## src/rtl/morse_key_decoder.sv

```systemverilog
// rtl/morse_key_decoder.sv - hand-key Morse receiver: debounce, dot/dash classification, letter/space decode
module morse_key_decoder #(
    parameter int UNIT_LOG2 = 21,
    parameter int DEBOUNCE  = 16
) (
    input  logic       i_clk,
    input  logic       i_rst,
    input  logic       i_key,
    output logic       o_led,
    output logic       o_elem_valid,
    output logic       o_elem_dash,
    output logic       o_char_valid,
    output logic [7:0] o_char
);
    localparam int CW = UNIT_LOG2 + 3;
    localparam int DW = (DEBOUNCE > 1) ? $clog2(DEBOUNCE) : 1;
    localparam logic [CW-1:0] U2M1 = CW'((2 << UNIT_LOG2) - 1);
    localparam logic [CW-1:0] U5M1 = CW'((5 << UNIT_LOG2) - 1);
    localparam logic [CW-1:0] U7   = CW'(7 << UNIT_LOG2);

    typedef enum logic [1:0] {S_IDLE, S_MARK, S_GAP, S_WGAP} state_t;

    state_t          r_state, w_state_next;
    logic            r_sync1, r_sync2, r_k;
    logic [DW-1:0]   r_db_cnt;
    logic [CW-1:0]   r_cnt;
    logic [2:0]      r_len;
    logic [4:0]      r_bits;
    logic            r_ovf, r_word_open;
    logic            r_elem_valid, r_elem_dash, r_char_valid;
    logic [7:0]      r_char;
    logic            w_flip, w_rise, w_fall, w_dash;
    logic            w_push, w_emit_letter, w_emit_space;
    logic [7:0]      w_lut;

    assign w_flip = (r_sync2 != r_k) && (r_db_cnt == DW'(DEBOUNCE - 1));
    assign w_rise = w_flip & ~r_k;
    assign w_fall = w_flip & r_k;
    // cnt at the release edge is one less than the press length, hence 2U-1
    assign w_dash = (r_cnt >= U2M1);

    always_ff @(posedge i_clk) begin
        if (i_rst) begin
            r_sync1  <= 1'b0;
            r_sync2  <= 1'b0;
            r_k      <= 1'b0;
            r_db_cnt <= '0;
        end else begin
            r_sync1 <= i_key;
            r_sync2 <= r_sync1;
            if (w_flip) begin
                r_k      <= ~r_k;
                r_db_cnt <= '0;
            end else if (r_sync2 != r_k) begin
                r_db_cnt <= r_db_cnt + DW'(1);
            end else begin
                r_db_cnt <= '0;
            end
        end
    end

    always_ff @(posedge i_clk) begin
        if (i_rst) r_state <= S_IDLE;
        else       r_state <= w_state_next;
    end

    always_comb begin
        w_state_next  = r_state;
        w_push        = 1'b0;
        w_emit_letter = 1'b0;
        w_emit_space  = 1'b0;
        case (r_state)
            S_IDLE: if (w_rise) w_state_next = S_MARK;
            S_MARK: if (w_fall) begin
                w_push       = 1'b1;
                w_state_next = S_GAP;
            end
            S_GAP: begin
                if (r_cnt == U2M1) begin
                    w_emit_letter = 1'b1;
                    w_state_next  = w_rise ? S_MARK : S_WGAP;
                end else if (w_rise) begin
                    w_state_next = S_MARK;
                end
            end
            S_WGAP: begin
                if (w_rise) begin
                    w_state_next = S_MARK;
                end else if (r_cnt == U5M1) begin
                    w_emit_space = r_word_open;
                    w_state_next = S_IDLE;
                end
            end
            default: w_state_next = S_IDLE;
        endcase
    end

    // Element buffer is keyed {len, bits}; first element ends up most significant
    always_comb begin
        w_lut = 8'h3F;
        if (!r_ovf) begin
            case ({r_len, r_bits})
                {3'd1, 5'd0}:  w_lut = 8'h45; {3'd1, 5'd1}:  w_lut = 8'h54;
                {3'd2, 5'd0}:  w_lut = 8'h49; {3'd2, 5'd1}:  w_lut = 8'h41;
                {3'd2, 5'd2}:  w_lut = 8'h4E; {3'd2, 5'd3}:  w_lut = 8'h4D;
                {3'd3, 5'd0}:  w_lut = 8'h53; {3'd3, 5'd1}:  w_lut = 8'h55;
                {3'd3, 5'd2}:  w_lut = 8'h52; {3'd3, 5'd3}:  w_lut = 8'h57;
                {3'd3, 5'd4}:  w_lut = 8'h44; {3'd3, 5'd5}:  w_lut = 8'h4B;
                {3'd3, 5'd6}:  w_lut = 8'h47; {3'd3, 5'd7}:  w_lut = 8'h4F;
                {3'd4, 5'd0}:  w_lut = 8'h48; {3'd4, 5'd1}:  w_lut = 8'h56;
                {3'd4, 5'd2}:  w_lut = 8'h46; {3'd4, 5'd4}:  w_lut = 8'h4C;
                {3'd4, 5'd6}:  w_lut = 8'h50; {3'd4, 5'd7}:  w_lut = 8'h4A;
                {3'd4, 5'd8}:  w_lut = 8'h42; {3'd4, 5'd9}:  w_lut = 8'h58;
                {3'd4, 5'd10}: w_lut = 8'h43; {3'd4, 5'd11}: w_lut = 8'h59;
                {3'd4, 5'd12}: w_lut = 8'h5A; {3'd4, 5'd13}: w_lut = 8'h51;
                {3'd5, 5'd0}:  w_lut = 8'h35; {3'd5, 5'd1}:  w_lut = 8'h34;
                {3'd5, 5'd3}:  w_lut = 8'h33; {3'd5, 5'd7}:  w_lut = 8'h32;
                {3'd5, 5'd15}: w_lut = 8'h31; {3'd5, 5'd16}: w_lut = 8'h36;
                {3'd5, 5'd24}: w_lut = 8'h37; {3'd5, 5'd28}: w_lut = 8'h38;
                {3'd5, 5'd30}: w_lut = 8'h39; {3'd5, 5'd31}: w_lut = 8'h30;
                default:       w_lut = 8'h3F;
            endcase
        end
    end

    always_ff @(posedge i_clk) begin
        if (i_rst) begin
            r_cnt        <= '0;
            r_len        <= 3'd0;
            r_bits       <= 5'd0;
            r_ovf        <= 1'b0;
            r_word_open  <= 1'b0;
            r_elem_valid <= 1'b0;
            r_elem_dash  <= 1'b0;
            r_char_valid <= 1'b0;
            r_char       <= 8'h00;
        end else begin
            if (w_state_next != r_state) r_cnt <= '0;
            else if (r_cnt != U7)        r_cnt <= r_cnt + CW'(1);

            r_elem_valid <= w_push;
            if (w_push) r_elem_dash <= w_dash;

            r_char_valid <= w_emit_letter | w_emit_space;
            if (w_emit_letter)     r_char <= w_lut;
            else if (w_emit_space) r_char <= 8'h20;

            if (w_emit_letter) begin
                r_len  <= 3'd0;
                r_bits <= 5'd0;
                r_ovf  <= 1'b0;
            end else if (w_push) begin
                if (r_len == 3'd5) begin
                    r_ovf <= 1'b1;
                end else begin
                    r_bits <= {r_bits[3:0], w_dash};
                    r_len  <= r_len + 3'd1;
                end
            end

            if (w_emit_letter)                                      r_word_open <= 1'b1;
            else if (r_state == S_WGAP && w_state_next == S_IDLE)   r_word_open <= 1'b0;
        end
    end

    assign o_led        = r_k;
    assign o_elem_valid = r_elem_valid;
    assign o_elem_dash  = r_elem_dash;
    assign o_char_valid = r_char_valid;
    assign o_char       = r_char;
endmodule

```

## config.mk

```make
export PLATFORM = sky130hd
export DESIGN_NAME = morse_key_decoder
export DESIGN_NICKNAME = d
export VERILOG_FILES = /design/src/rtl/morse_key_decoder.sv
export SDC_FILE = /design/constraint.sdc
export NUM_CORES = 1
export LEC_CHECK = 0
export CAP_MARGIN = 40
export CORE_ASPECT_RATIO = 0.75
export CORE_MARGIN = 5
export CORE_UTILIZATION = 55
export DETAILED_ROUTE_END_ITERATION = 8
export PLACE_DENSITY = 0.79
export SLEW_MARGIN = 0
export SYNTH_ARGS = -nofsm -noshare
export SYNTH_HDL_FRONTEND = slang
export SYNTH_SLANG_ARGS = --single-unit
```

## constraint.sdc

```tcl
create_clock -name i_clk -period 3.1 [get_ports i_clk]
set_clock_uncertainty 0.05 [all_clocks]
set_input_delay 0.775 -clock i_clk [delete_from_list [all_inputs] [get_ports i_clk]]
set_output_delay 0.775 -clock i_clk [all_outputs]
set_load 0.03 [all_outputs]
```

* Word level (Yosys, flattened, before mapping) *
Cells that the tools add are included.

storage, ports and cells
  output and inout port bits = 12
  bits of input ports = 3
  logic and storage cells = 101
  bits in registers = 54

cells by class
  reductions and logical operators = 11
  add/subtract/negate cells = 3
  mux-type cells = 20
  $lt $le $gt $ge = 1
  eq/ne operators = 46
  bitwise operators = 6

operators with widths
  cell                                                                     count
  7-bit case mux with 36 select lines                                      1
  8-bit equality test, second input constant                               22
  8-bit by 7-bit equality test with 1-bit output, second input constant    12
  24-bit by 1-bit adder with 24-bit output, second input constant          1
  24-bit by 22-bit equality test with 1-bit output, second input constant  1
  24-bit equality test, second input constant                              1
  24-bit by 22-bit >= comparator with 1-bit output, second input constant  1
  24-bit inequality test, second input constant                            1
  8-bit by 6-bit equality test with 1-bit output, second input constant    2
  8-bit 2-to-1 mux                                                         2
  2-bit 2-to-1 mux                                                         6
  1-bit 2-to-1 mux                                                         9
  2-bit case mux with 4 select lines                                       1
  7-bit 2-to-1 mux                                                         1
  4-bit by 1-bit adder with 4-bit output, second input constant            1
  2-bit equality test, second input constant                               2
  4-bit equality test, second input constant                               1
  2-bit logical NOT                                                        2
  2-bit AND reduction                                                      2
  2-bit nonzero test                                                       2
  2-bit OR reduction                                                       2
  3-bit by 1-bit adder with 3-bit output, second input constant            1
  3-bit equality test, second input constant                               1
  1-bit inverter                                                           3
  other kinds (7)                                                          9

* Logic depth before layout (Yosys ltp) *
Gate-level depths: netlist (run 1).

  depth in word-level cells = 10
  mapped depth = 10
  gate-level depth less buffers = 8

* Worst setup path after synthesis (run 1) *
No wires, ideal clock.

  path type = flip-flop to flip-flop
  from = register r_cnt[1]
  to = register r_cnt[0]
  cell stages (with the launch flop) = 11
  path slack = 873 ps
  data arrival time = 2062 ps
  clock period less this slack = 2227 ps
  path through = dfxtp_1 > ha_1 > nand4_1 > nor2_2 > nand2_1 > or3_1 > clkbuf_1 > a21oi_1 > a2111o_1 > buf_4 > nor2_1

between the ends
  word-level cells in the longest chain between the ends = 6

RTL lines
  element                             RTL line  source
  start: declaration                  26        logic [CW-1:0] r_cnt;
  start signal: assignment            139       else if (r_cnt != U7) r_cnt <= r_cnt + CW'(1);
  24-bit equality test                89        end else if (r_cnt == U5M1) begin
  2-bit 2-to-1 mux                    89
  2-bit 2-to-1 mux                    87        if (w_rise) begin
  2-bit case mux with 4 select lines  72        case (r_state)
  2-bit inequality test               138       if (w_state_next != r_state) r_cnt <= '0;
  2-bit OR reduction (no line)        --

Several ways; a longest one is shown, not always the timed one.
A chain may end at the register's enable or synchronous reset.

* Worst setup path in the final report (run 1) *
  from = register r_cnt[1]
  to = register r_char[4], in the netlist o_char[4]

between the ends
  word-level cells in the longest chain between the ends = 5

RTL lines
  element                       RTL line  source
  24-bit equality test          89
  1-bit 2-to-1 mux              89
  1-bit 2-to-1 mux              87
  1-bit 2-to-1 mux              72
  2-bit nonzero test (no line)  --
  end signal: assignment        145       if (w_emit_letter) r_char <= w_lut;
  end: declaration              31        logic [7:0] r_char;

Several ways; a longest one is shown, not always the timed one.

==> out/qor.csv, run 1 <==
metric,value,unit
outcome,completed,
RSZ-0062 raised after global routing,false,
vias per cell,5.92,
final instance area,3160,sq um
global-route wire length before repair,11100,um
DR iter-0 viols,275,
Netlist cell types,59,
Logic pwr share,3.0,%
# Post-CTS Setup Buffers,0,
Final Hold Violating Endpoints,0,
post-DP HPWL,4720,um
async set-reset flop share out of synthesis,0,%
syn_area_per_cell,8.10,sq um
"Cell Chain, Critical Path","ha_1, nand4_1, nor2_2, nand2_1, or3_1, nand2b_1, a21oi_1, a22o_1",
Area after DPL,3080,sq um
Die Height,72.9,um
worst setup margin,0.425,ns
synth warn,0,
Rel. slew slack,56.8,%
cts bufs inserted,5,
Final Power,1.10,mW
Hold Crit Class,flip-flop to flip-flop,
Synth top area share,36.6,%
Syn Nets,366,
CTS root buffer,clkbuf_8,
Vias,2597,
max_cap viols,0,
pre-CTS worst setup slack,0.473,ns
"commonest non-fill, non-tap cells in the layout","64 x nor2_1, 53 x dfxtp_1, 25 x nand2_1",
core area,5010,sq um
final WL,6380,um
Area growth syn-to-layout,9.06,%
CTS clock-pin slew for the worst setup and hold paths,0.09,ns
Site Rows,22,
Initial Util,57.9,%
antenna cell count,0,
Synth Cell Area,2900,sq um
ys flop type,dfxtp_1,
slowest CP cell,or3_1,
CTS Buffer Depth,2,
sequential power share,62.8,%
fmax,374,MHz
clock sink count,53,
setup violators final,0,
DRT Pass-1 Iters,5,
largest area contributor in the netlist,dfxtp_1,
post-route insts no fill,439,
"commonest non-fill, non-tap cell in the layout",nor2_1,
sequential area share after synthesis,36.6,%
fin nets,374,
Buffers on Ports,13,
remaining antenna violation count after routing,0,
P_sw,0.245,mW
sw frac,22.3,%
final slew viol count,0,
placed instance count,431,
Worst EP arrival,2.82,ns
maximum vdd ir drop,0.000288,V
CP Class,flip-flop to flip-flop,
Final min period,2.67,ns
PostCTS Resize Cnt,0,
CP Max Fanout,10,
Ports,15,
worst slew pin tran,0.646,ns
CP required,3.25,ns
CP Capture Type,flip-flop,
fraction of layout cells with a size suffix above 1,7.36,%
CTS tree,yes,
vias in the first global route,2246,
CTS Hold Bufs,0,
CP max stage delay,0.46,ns
#FFs+latches synth,53,
gr ovfl total,0,
DRC violations left,0,
final setup TNS,0,ns
Mapped Cells,358,
# fillers,459,
Startpoint Class,flip-flop,
Die Width,93.9,um
Die ar.,6840,sq um
wire length per cell,14.5,um
H-tree lvl count,2,
Post-synth EDFFs,0,
fin crit share,86.3,%
Placer Congestion,0.992,
clock group share of total power,34.2,%
leakage,1.11,nW
initial antenna violation count,0,
clk_lat worst skew,0.30,ns
PwrDens,348,nW/um^2
largest net degree at the start of global routing,26,
Int Power,0.855,mW
Synth area leaders,"dfxtp_1 37%, nor2_1 8.3%, xor2_1 5.4%",
Global Route Usage Sum,20.2,%
## stage by stage
stage / util (%) / hold slack [ns]
6_report: 63.2 / 0.403
5_1_grt: 63.2 / 0.420
4_1_cts: 63.2 / 0.408
3_5_place_dp: 61.5 / 0.386
3_3_place_gp: 61.5 / 0.373
2_1_floorplan: - / 0.364
## worst max-delay path: cells and delay by family, from the launching register on
kind,cells,cell delay (ns)
simple gates,5,1.43
compound gates,2,0.45
flops,1,0.41
fa+ha+maj,1,0.23
## power by group through the flow
| stage | combinational (mW) | sequential (mW) | clock [mW] |
|---|---|---|---|
| 2_1_floorplan | 0.0262 | 0.705 | 0 |
| 3_3_place_gp | 0.0323 | 0.706 | 0 |
| 3_5_place_dp | 0.0333 | 0.706 | 0 |
| 4_1_cts | 0.0336 | 0.690 | 0.383 |
| 5_1_grt | 0.0378 | 0.692 | 0.421 |
| 6_report | 0.0334 | 0.690 | 0.376 |
## flip-flops by register name, summed over array words and instances (netlist names), 2 cells and up
name,cells
r_cnt,24
o_char,7
r_bits,5
r_db_cnt,4
r_len,3
r_state,2
## Yosys cell counts (all sizes together) (8+ instances only)
| library cell | count |
|---|---|
| clkbuf | 11 |
| nand2 | 25 |
| nor2 | 66 |
| inv | 11 |
| buf | 10 |
| xor2 | 18 |
| nor4 | 8 |
| dfxtp | 53 |
| nand3 | 17 |
| nand4 | 10 |
| nor3 | 16 |
| xnor2 | 10 |
| a21oi | 10 |
## per-layer routing
metal,share of wire [%],GRT usage [%],vias up
met4,0.96,5.45,0
met3,8.3,4.54,6
li1,-,-,1281
met5,0,0,-
met2,39,26.9,102
met1,52,31.7,1208
## final timing paths
| path | start | endpoint | slack, ns | depth (start not counted) |
|---|---|---|---|---|
| worst max-delay path | r_cnt[1] | o_char[4] | 0.43 | 8 |
| worst min-delay path | r_db_cnt[0] | r_db_cnt[0] | 0.40 | 1 |
| worst max register to register | r_cnt[1] | o_char[4] | 0.43 | 8 |
| worst min register to register | r_db_cnt[0] | r_db_cnt[0] | 0.40 | 1 |
## area by class of cell
type | instances | area, sq um | share of cell area, %
Inverter | 11 | 41.3 | 1.30
Tap cell | 72 | 90.1 | 2.85
Multi-Input combinational cell | 273 | 1690 | 53.5
Clock inverter | 2 | 10.0 | 0.316
Sequential cell | 53 | 1060 | 33.5
Timing Repair Buffer | 22 | 198 | 6.25
Clock buffer | 6 | 72.6 | 2.29
## cell families after synthesis
group	Yosys count	synth area share, %
compound gates	50	12.5
flops	53	36.6
buf+inv	32	5.13
other cells	1	0.129
simple gates	181	32.2
xor+xnor	28	8.45
mux	8	2.80
fa+ha+maj	5	2.16
Power figures use the tool's default switching activity.
==> inputs of run 2 (changes only) <==
==> constraint.sdc (replaced) <==
create_clock -name i_clk -period 3.1 [get_ports i_clk]
set_clock_uncertainty 0.05 [all_clocks]
set_input_delay 0.775 -clock i_clk [delete_from_list [all_inputs] [get_ports i_clk]]
set_output_delay 0.775 -clock i_clk [all_outputs]
set_load 0.005 [all_outputs]
==> results of run 2 <==
The final DEF is identical to that of run 1. Status: completed.
==> inputs of run 3 (changes only) <==
--- a/config.mk
+++ b/config.mk
@@ -5,6 +5,7 @@
 export SDC_FILE = /design/constraint.sdc
 export NUM_CORES = 1
 export LEC_CHECK = 0
+export ABC_AREA = 1
 export CAP_MARGIN = 40
 export CORE_ASPECT_RATIO = 0.75
 export CORE_MARGIN = 5
==> run 3 against run 2 <==
  * Global-route usage is 0.067 points higher
  * Highest routed layer unchanged
  * Sequential cell count is the same
  * Worst setup slack better by 0.53 ns
  * Sequential share of layout area decreased by 2.8 points
  * Critical path depth grew 5
  * Non-clock buffer count decreased by 7
  * Critical path type unchanged
  * Wire length is 10% higher
  * Cell count is 34% higher
  * Combinational power is 10% higher
  * Power is 2.3% higher
  * Clock-buffer cell count decreased by 1
  * Maximum frequency rose by 25%
==> out/qor.csv, run 3 <==
metric,value,unit,change
outcome,completed,,
remaining antenna violation count after routing,0,,unchanged
Post-synth EDFFs,0,,unchanged
Ports,15,,unchanged
maximum vdd ir drop,0.000184,V,-36%
H-tree lvl count,2,,unchanged
CP Max Fanout,24,,+14
# Post-CTS Setup Buffers,0,,unchanged
CTS Hold Bufs,0,,unchanged
antenna cell count,0,,unchanged
PwrDens,326,nW/um^2,
vias in the first global route,2705,,+20%
RSZ-0062 raised after global routing,false,,
DR iter-0 viols,336,,+22%
final setup TNS,0,ns,unchanged
Rel. slew slack,53.3,%,-3.5 points
worst hold endpoint,r_sync2,,
clk_lat worst skew,0.31,ns,about the same
async set-reset flop share out of synthesis,0,%,unchanged
CTS Buffer Depth,2,,unchanged
Die Width,97.6,um,+4.0%
fin crit share,69.1,%,-17 points
"commonest non-fill, non-tap cells in the layout","134 x nand2_1, 87 x nor2_1, 61 x inv_1",,
CP Capture Type,flip-flop,,
CTS root buffer,clkbuf_8,,
Final min period,2.14,ns,-0.533 ns
Buffers on Ports,13,,unchanged
list of most frequent post-synthesis cells,"134 x nand2_1, 87 x nor2_1, 61 x inv_1, 53 x dfxtp_1, 34 x nand3_1",,
Die Height,75.7,um,+3.9%
Global Route Usage Sum,20.2,%,+0.067 points
global-route wire length before repair,12400,um,+11%
Hold Crit Class,flip-flop to flip-flop,,
Final Hold Violating Endpoints,0,,unchanged
post-DP HPWL,5450,um,+15%
"commonest non-fill, non-tap cell in the layout",nand2_1,,
Synth Cell Area,3170,sq um,+9.1%
DRC violations left,0,,unchanged
Netlist cell types,36,,-39%
Synth top area share,33.5,%,-3.1 points
Area growth syn-to-layout,8.93,%,
synth warn,0,,unchanged
final WL,7030,um,+10%
wire length per cell,11.9,um,-18%
worst slew pin tran,0.691,ns,+0.0448 ns
Crit. Startpoint,r_cnt[1],,
setup violators final,0,,unchanged
Mapped Cells,498,,+39%
worst-case reg-to-reg path depth,13,,+5
cts bufs inserted,5,,unchanged
largest net degree at the start of global routing,25,,-3.8%
sequential area share after synthesis,33.5,%,-3.1 points
Worst EP arrival,2.33,ns,-0.49 ns
Placer Congestion,1.03,,+3.7%
worst setup margin,0.958,ns,+0.533 ns
core area,5470,sq um,+9.1%
Top reg by flops,r_cnt,,
fin nets,521,,+39%
vias per cell,5.21,,-12%
Die ar.,7390,sq um,+8.0%
final slew viol count,0,,unchanged
Syn Nets,506,,+38%
CP Class,flip-flop to flip-flop,,
Area after DPL,3360,sq um,+9.0%
CTS clock-pin slew for the worst setup and hold paths,0.10,ns,about the same
Reg2Reg Launch Point,r_cnt[1],,
Vias,3070,,+18%
r2r setup slk,0.96,ns,+0.53 ns
clock sink count,53,,unchanged
fraction of layout cells with a size suffix above 1,8.37,%,+1.0 points
Initial Util,57.9,%,about the same
syn_area_per_cell,6.36,sq um,-22%
max_cap viols,0,,unchanged
#FFs+latches synth,53,,unchanged
fmax,467,MHz,+25%
Final Power,1.12,mW,
CTS tree,yes,,
PostCTS Resize Cnt,0,,unchanged
final instance area,3450,sq um,+9.0%
Hold Crit Start,r_sync1,,
DRT Pass-1 Iters,5,,unchanged
Final Util,63.1,%,-0.073 points
initial antenna violation count,0,,unchanged
Startpoint Class,flip-flop,,
largest area contributor in the netlist,dfxtp_1,,
Largest register FFs,24,,unchanged
Worst R2R End,r_cnt[17],,
ys flop type,dfxtp_1,,
pre-CTS worst setup slack,0.841,ns,+0.368 ns
leakage,1.52,nW,+36%
most common cell in the netlist,nand2_1,,
Synth area leaders,"dfxtp_1 34%, nand2_1 16%, nor2_1 10%",,
gr ovfl total,0,,unchanged
CP required,3.28,ns,+0.03 ns
Site Rows,23,,+4.5%
hold depth,2,,+1
[run 3: changes by cell type in the layout (fill, tap and decap cells not counted), moves of 10 or more]
cell     before  now
nor2_2        1   11
inv_1        10   61
a21oi_1       9   24
nand3_1      17   34
o21ai_0       4   14
nor2_1       64   87
nand2_1      25  134
[run 3: worst max path at each step]
stage	cells after the start	endpoint	slack [ns]
2_1_floorplan	14	r_cnt[14]	1.31
3_3_place_gp	7	r_cnt[13]	0.86
3_5_place_dp	7	r_cnt[17]	0.84
4_1_cts	13	r_cnt[17]	0.97
5_1_grt	13	r_cnt[17]	0.72
6_report	13	r_cnt[17]	0.96
[run 3: worst max-delay path, cell delays in order (launching register included)]
cell and delay (ns):
dfxtp_1 0.42, ha_1 0.19, inv_1 0.10, nor2_4 0.22
nand2_4 0.10, nor2_4 0.14, nand3_2 0.08, nand2_1 0.06
inv_1 0.04, nor2_2 0.10, nand2_2 0.08, nand2_2 0.08
nand2_4 0.20, nor3_1 0.19
[run 3: per-stage QoR]
stage	hold WS (ns)	cells
CTS	0.366	589
global route	0.395	589
floorplan	0.338	498
global placement	0.352	581
finish	0.362	589
detailed placement	0.349	581
[run 3: cell type report]
class | instances | area, sq um
clock inverters | 3 | 21.3
repair buffers | 15 | 145
clock buffers | 5 | 68.8
inverters | 62 | 233
fillers | 520 | 2020
flip-flops and latches | 53 | 1060
well taps | 75 | 93.8
multi-input cells | 376 | 1830
[run 3: logic make-up (layout without fill, tap and decap cells)]
| kind of cell | after synthesis | in the layout | share of synthesized area, % |
|---|---|---|---|
| AOI/OAI and AO/OA | 49 | 49 | 8.73 |
| xor gates and xnor gates | 15 | 15 | 4.15 |
| adders and majority gates | 5 | 5 | 1.98 |
| buffers and inverters | 69 | 85 | 8.81 |
| DFF | 53 | 53 | 33.5 |
| other | 1 | 1 | 0.118 |
| and+or+nand+nor | 306 | 306 | 42.7 |
[run 3: report_power, final]
| group | switching [mW] | internal, mW | leakage [nW] |
|---|---|---|---|
| Sequential | 0.00491 | 0.685 | 0.428 |
| Combinational | 0.0236 | 0.0118 | 1.04 |
| Clock | 0.237 | 0.161 | 0.0445 |
[run 3: metal layers]
layer  track usage, %  vias up  wire length (um)
met1             29.2     1365              3630
met4             5.68        0                59
met3             5.40        7               575
met2             29.9      107              2760
li1                 -     1591                 -
met5                0        -                 0
==> RTL change 1: new RTL, settings of run 2 <==
Remove the register `r_elem_valid`: a continuous assignment takes its place, so the output `o_elem_valid` follows one clock earlier.
--- a/src/rtl/morse_key_decoder.sv
+++ b/src/rtl/morse_key_decoder.sv
@@ -130,7 +130,6 @@
             r_bits       <= 5'd0;
             r_ovf        <= 1'b0;
             r_word_open  <= 1'b0;
-            r_elem_valid <= 1'b0;
             r_elem_dash  <= 1'b0;
             r_char_valid <= 1'b0;
             r_char       <= 8'h00;
@@ -138,7 +137,6 @@
             if (w_state_next != r_state) r_cnt <= '0;
             else if (r_cnt != U7)        r_cnt <= r_cnt + CW'(1);
 
-            r_elem_valid <= w_push;
             if (w_push) r_elem_dash <= w_dash;
 
             r_char_valid <= w_emit_letter | w_emit_space;
@@ -163,6 +161,8 @@
         end
     end
 
+    assign r_elem_valid = w_push;
+
     assign o_led        = r_k;
     assign o_elem_valid = r_elem_valid;
     assign o_elem_dash  = r_elem_dash;
Behaviour: no difference found for any inputs over 10 cycles, from zero or initial values and one cycle with i_rst high; that may be too few to reach the edited logic, so the function may still have changed.
==> RTL change 1 against run 2 <==
Synthesized area grew 8.2%; design area up 6.6%; sequential cell count fell by 1; total power increased by 2.8%; worst setup slack got worse by 0.091 ns; routed wire length grew 12%; core utilization shrank 1.1 points; via count rose by 9.9%; critical path type is now reg -> out.
==> RTL change 1: results (changes against run 2) <==
* DRT Pass-1 Iters at 5 (unchanged)
* Worst hold path class: reg -> reg
* First-pass GRT wire length at 12400 um (+12%)
* GRT Overall Usage at 20.4% (+0.22 points)
* Hold wc startpoint: r_db_cnt[0]
* First DRT Iteration DRCs at 315 (+15%)
* Vias in the first global route at 2556 (+14%)
* Tmin final at 2.77 ns (+0.0914 ns)
* Share of cells above drive strength 1 at 6.80% (-0.56 points)
* Clock latency on the worst-skew pair at 0.32 ns (+0.02 ns)
* Sequential share of the synthesized area at 33.1% (-3.4 points)
* Max FFs per register at 24 (unchanged)
* Clock-pin slew on the worst setup and hold paths at 0.10 ns
* # resized after CTS at 0 (unchanged)
* Routed WL per cell at 15.1 um (+3.8%)
* FFs w/ async S/R, synth at 0% (unchanged)
* I/O Buffers at 13 (unchanged)
* Clock Tree Buf Depth at 2 (unchanged)
* Worst VDD drop at 0.226 mV (-22%)
* H-tree depth at 2 (unchanged)
* Synth warn at 0 (unchanged)
* Worst Path Max Fanout at 6 (-4)
* Syn_nets at 405 (+11%)
* Initial antenna violation count at 0 (unchanged)
* Top reg by flops: r_cnt
* Post-CTS setup buffer count at 0 (unchanged)
* Area contributors post-synth: dfxtp_1 (33%), nor2_1 (6.7%), xor2_1 (4.5%)
* CTS Buf Count at 5 (unchanged)
* Crit path capture: o_elem_valid
* Via density at 6.05 (+2.2%)
* Worst reg-to-reg path cell count at 6 (-2)
* CP Launch Point: r_db_cnt[0]
* Place WS at 0.608 ns (+0.135 ns)
* HPWL Detailed at 5140 um (+8.8%)
* Nets at 404 (+8.0%)
* Largest net degree at the start of global routing at 25 (-3.8%)
* Netlist cell types at 61 (+3.4%)
* Root Buffer: clkbuf_8
* Antenna cells at 0 (unchanged)
* Slew headroom at 44.0% (-13 points)
* Post-synth top flop: dfxtp_1
* FF-to-FF setup slack at 0.54 ns (+0.11 ns)
* Worst Path Arrival at 1.94 ns (-0.88 ns)
* R2R Path End: o_char[5]
* Synth top cells by count: nor2_1 (56), dfxtp_1 (52), nand2_1 (36)
* Reg-to-Reg Start: r_len[2]
* Gpl congestion at 0.983 (-0.95%)
* Status: completed
* P_leak at 1.11 nW (-0.78%)
* Endpoints failing setup at 0 (unchanged)
[RTL change 1: changes by cell type in the layout (fill, tap and decap cells not counted), sizes merged, moves of 8 or more]
cell	delta
nand2	+11
a21oi	+12
nor3	-8
nor2	-10
[RTL change 1: metrics by stage]
step | std cells | hold WS (ns) | instance area [sq um]
2_1_floorplan | 397 | 0.364 | 3140
3_3_place_gp | 464 | 0.379 | 3280
3_5_place_dp | 464 | 0.395 | 3280
4_1_cts | 472 | 0.409 | 3370
5_1_grt | 472 | 0.432 | 3370
6_report | 472 | 0.407 | 3370
[RTL change 1: how the worst min path moves through the flow]
stage / to / slack [ns] / cells after the start
2_1_floorplan: r_sync2 / 0.36 / 1
3_3_place_gp: r_sync2 / 0.38 / 1
3_5_place_dp: r_sync2 / 0.39 / 1
4_1_cts: r_db_cnt[0] / 0.41 / 1
5_1_grt: r_sync2 / 0.43 / 1
6_report: r_db_cnt[0] / 0.41 / 1
[RTL change 1: layout make-up]
class	instances	area, sq um
clock buffers	6	82.6
clock inverters	2	13.8
fillers	460	2060
inverters	6	22.5
multi-input cells	308	1920
flip-flops and latches	52	1040
well taps	75	93.8
repair buffers	23	205
[RTL change 1: kinds of logic after synthesis]
group / share of synthesized area, %
fa+ha+maj: 1.99
buf+inv: 5.86
compound gates: 17.4
flops: 33.1
other cells: 0.119
mux: 0.637
simple gates: 33.1
xor+xnor: 7.81
[RTL change 1: power by group]
group | total [W] | switching, W | internal (W)
combinational | 0.0000306 | 0.0000186 | 0.0000120
clock | 0.000421 | 0.000238 | 0.000183
sequential | 0.000678 | 0.00000517 | 0.000672
total | 0.00113 | 0.000262 | 0.000867
[RTL change 1: worst max-delay path, cell delays in order, from the launching register on]
cell	delay, ns
dfxtp_1	0.37
ha_1	0.21
and3_1	0.27
and3_1	0.25
clkdlybuf4s50_1	0.53
[RTL change 1: routing by layer]
metal / up-vias / global-route usage [%] / part of all wire [%]
li1: 1414 / - / -
met3: 4 / 5.49 / 7.6
met2: 121 / 30.4 / 41
met1: 1315 / 29.7 / 51
met4: 0 / 4.45 / 0.45
met5: - / 0 / 0
==> RTL change 2: new RTL, config.mk and constraints of run 2 <==
Made on the original files. The parameter `UNIT_LOG2` goes from 21 to 22.
--- a/src/rtl/morse_key_decoder.sv
+++ b/src/rtl/morse_key_decoder.sv
@@ -1,6 +1,6 @@
 // rtl/morse_key_decoder.sv - hand-key Morse receiver: debounce, dot/dash classification, letter/space decode
 module morse_key_decoder #(
-    parameter int UNIT_LOG2 = 21,
+    parameter int UNIT_LOG2 = 22,
     parameter int DEBOUNCE  = 16
 ) (
     input  logic       i_clk,
Behaviour: same outputs for any inputs over 10 cycles, from zero or initial values and one cycle with i_rst high; that may be too few to reach the edited logic, so the function may still have changed.
==> RTL change 2 against run 2 <==
Total power up 18%; largest power group unchanged; worst setup slack better by 0.15 ns; via count up 1.4%; routed wire length up 3.1%; synthesized area up 3.1%; design area up 3.6%; worst hold slack about the same; sequential cell count up 1; maximum frequency up 5.9%; sequential share of layout area down 0.55 points; synthesized cell count up 2.2%; largest cell class unchanged; critical endpoint is now o_char[5].
==> RTL change 2: results (changes against run 2) <==
* Status: completed
* Crit-path slowest cell: dfxtp_1
* Clock-pin slew on the worst setup and hold paths at 0.09 ns (about the same)
* Routed WL per cell at 14.7 um (+1.3%)
* Root Buffer: clkbuf_8
* Reg-to-Reg Start: r_len[0]
* CTS Buf Count at 5 (unchanged)
* DRT Pass-1 Iters at 5 (unchanged)
* Post-synth top flop: dfxtp_1
* Vias in the first global route at 2380 (+6.0%)
* Via density at 5.89 (-0.43%)
* Largest net degree at the start of global routing at 26 (unchanged)
* Worst Path Max Fanout at 13 (+3)
* Nets at 379 (+1.3%)
* Clock Tree Buf Depth at 2 (unchanged)
* Worst hold stages at 1 (unchanged)
* Post-CTS setup buffer count at 0 (unchanged)
* Worst VDD drop at 0.265 mV (-8.0%)
* H-tree depth at 2 (unchanged)
* Largest stage delay on the critical path at 0.61 ns (+0.15 ns)
* Area contributors post-synth: dfxtp_1 (36%), nor2_1 (8.3%), xor2_1 (5.0%)
* Max FFs per register at 25 (+4.2%)
* R2R Path End: o_char[5]
* Share of cells above drive strength 1 at 6.45% (-0.91 points)
* Worst hold endpoint: r_db_cnt[0]
* Clock power share at 43.5% (+9.3 points)
* Top reg by flops: r_cnt
* Antenna cells at 0 (unchanged)
* Worst hold path class: reg -> reg
* Worst reg-to-reg path cell count at 7 (-1)
* FFs w/ async S/R, synth at 0% (unchanged)
* Syn_nets at 374 (+2.2%)
* P_leak at 1.12 nW (+0.15%)
* Post-Place Cell Area at 3140 sq um (+1.7%)
* Netlist cell types at 60 (+1.7%)
* First DRT Iteration DRCs at 236 (-14%)
* Hold wc startpoint: r_db_cnt[0]
* Worst path top cell family by delay: compound AO/OA/AOI/OAI gates
* I/O Buffers at 13 (unchanged)
* # resized after CTS at 0 (unchanged)
* FF-to-FF setup slack at 0.57 ns (+0.15 ns)
* Sequential share of the synthesized area at 36.1% (-0.45 points)
* Worst Path Arrival at 2.67 ns (-0.15 ns)
* First-pass GRT wire length at 11300 um (+2.0%)
* Internal Pwr Total at 0.00105 W (+23%)
* GRT Overall Usage at 20.4% (+0.21 points)
* Slew headroom at 59.7% (+2.8 points)
* HPWL Detailed at 4780 um (+1.3%)
* Gpl congestion at 1.03 (+3.6%)
* Synth top cells by count: nor2_1 (66), dfxtp_1 (54), nand2_1 (25)
## RTL change 2: cell types whose count changed after synthesis, moves of 3 or more
cell / run 2 / this run
clkbuf_1: 11 / 6
nand3_1: 17 / 21
nand2b_1: 4 / 7
a21oi_1: 9 / 16
o21ai_0: 4 / 9
a22o_1: 6 / 0
and3_1: 5 / 11
or3_1: 3 / 0
nor3_1: 14 / 10
nor4_1: 8 / 4
a22oi_1: 3 / 0
## RTL change 2: logic make-up after synthesis
group,share of synthesized area [%]
other cells,0.125
buf+inv,5.10
simple gates,30.3
compound gates,14.8
mux,2.68
flops,36.1
xor+xnor,8.49
fa+ha+maj,2.42
## RTL change 2: how the worst max path moves through the flow
stage                            to  slack [ns]  cells past startpoint
after global placement    o_char[5]        0.69                      7
final                     o_char[5]        0.57                      7
after global routing      o_char[5]        0.30                      7
after CTS                 o_char[5]        0.60                      7
after detailed placement  o_char[5]        0.65                      7
after floorplan           o_char[5]        1.07                      8
## RTL change 2: metal layers
layer / global-route usage, % / vias up / share of wire [%]
li1: - / 1309 / -
met4: 5.44 / 0 / 0.99
met5: 0 / - / 0
met2: 30.4 / 100 / 44
met3: 5.83 / 8 / 6.9
met1: 28.7 / 1216 / 48
## RTL change 2: cell type report
cell class	count	area, sq um
clock inverters	2	60.1
multi-input cells	282	1760
clock buffers	6	82.6
repair buffers	17	160
fillers	469	2050
inverters	11	41.3
flip-flops and latches	54	1080
well taps	75	93.8
## RTL change 2: metrics by stage
stage	instances	util [%]	power, W	hold WS [ns]	setup WS [ns]
global placement	439	58.9	0.000750	0.382	0.692
detailed placement	439	58.9	0.000751	0.389	0.650
CTS	447	61.6	0.00132	0.405	0.604
finish	447	61.6	0.00130	0.403	0.574
global route	447	61.6	0.00134	0.414	0.302
floorplan	366	-	0.000745	0.364	1.07
## RTL change 2: power by group through the flow
stage,registers (W),logic [W],clock network (W)
after detailed placement,0.000719,0.0000316,0
after global routing,0.000704,0.0000353,0.000603
after floorplan,0.000718,0.0000265,0
after CTS,0.000703,0.0000318,0.000581
final,0.000703,0.0000314,0.000566
after global placement,0.000719,0.0000312,0
## RTL change 2: worst reg2reg max path, stage by stage, from the launching register on
cell	delay [ns]
dfxtp_1	0.61
inv_1	0.23
nor2_1	0.33
nand3_1	0.21
o221ai_2	0.26
a211oi_2	0.09
a2111o_1	0.46
nor3b_2	0.17
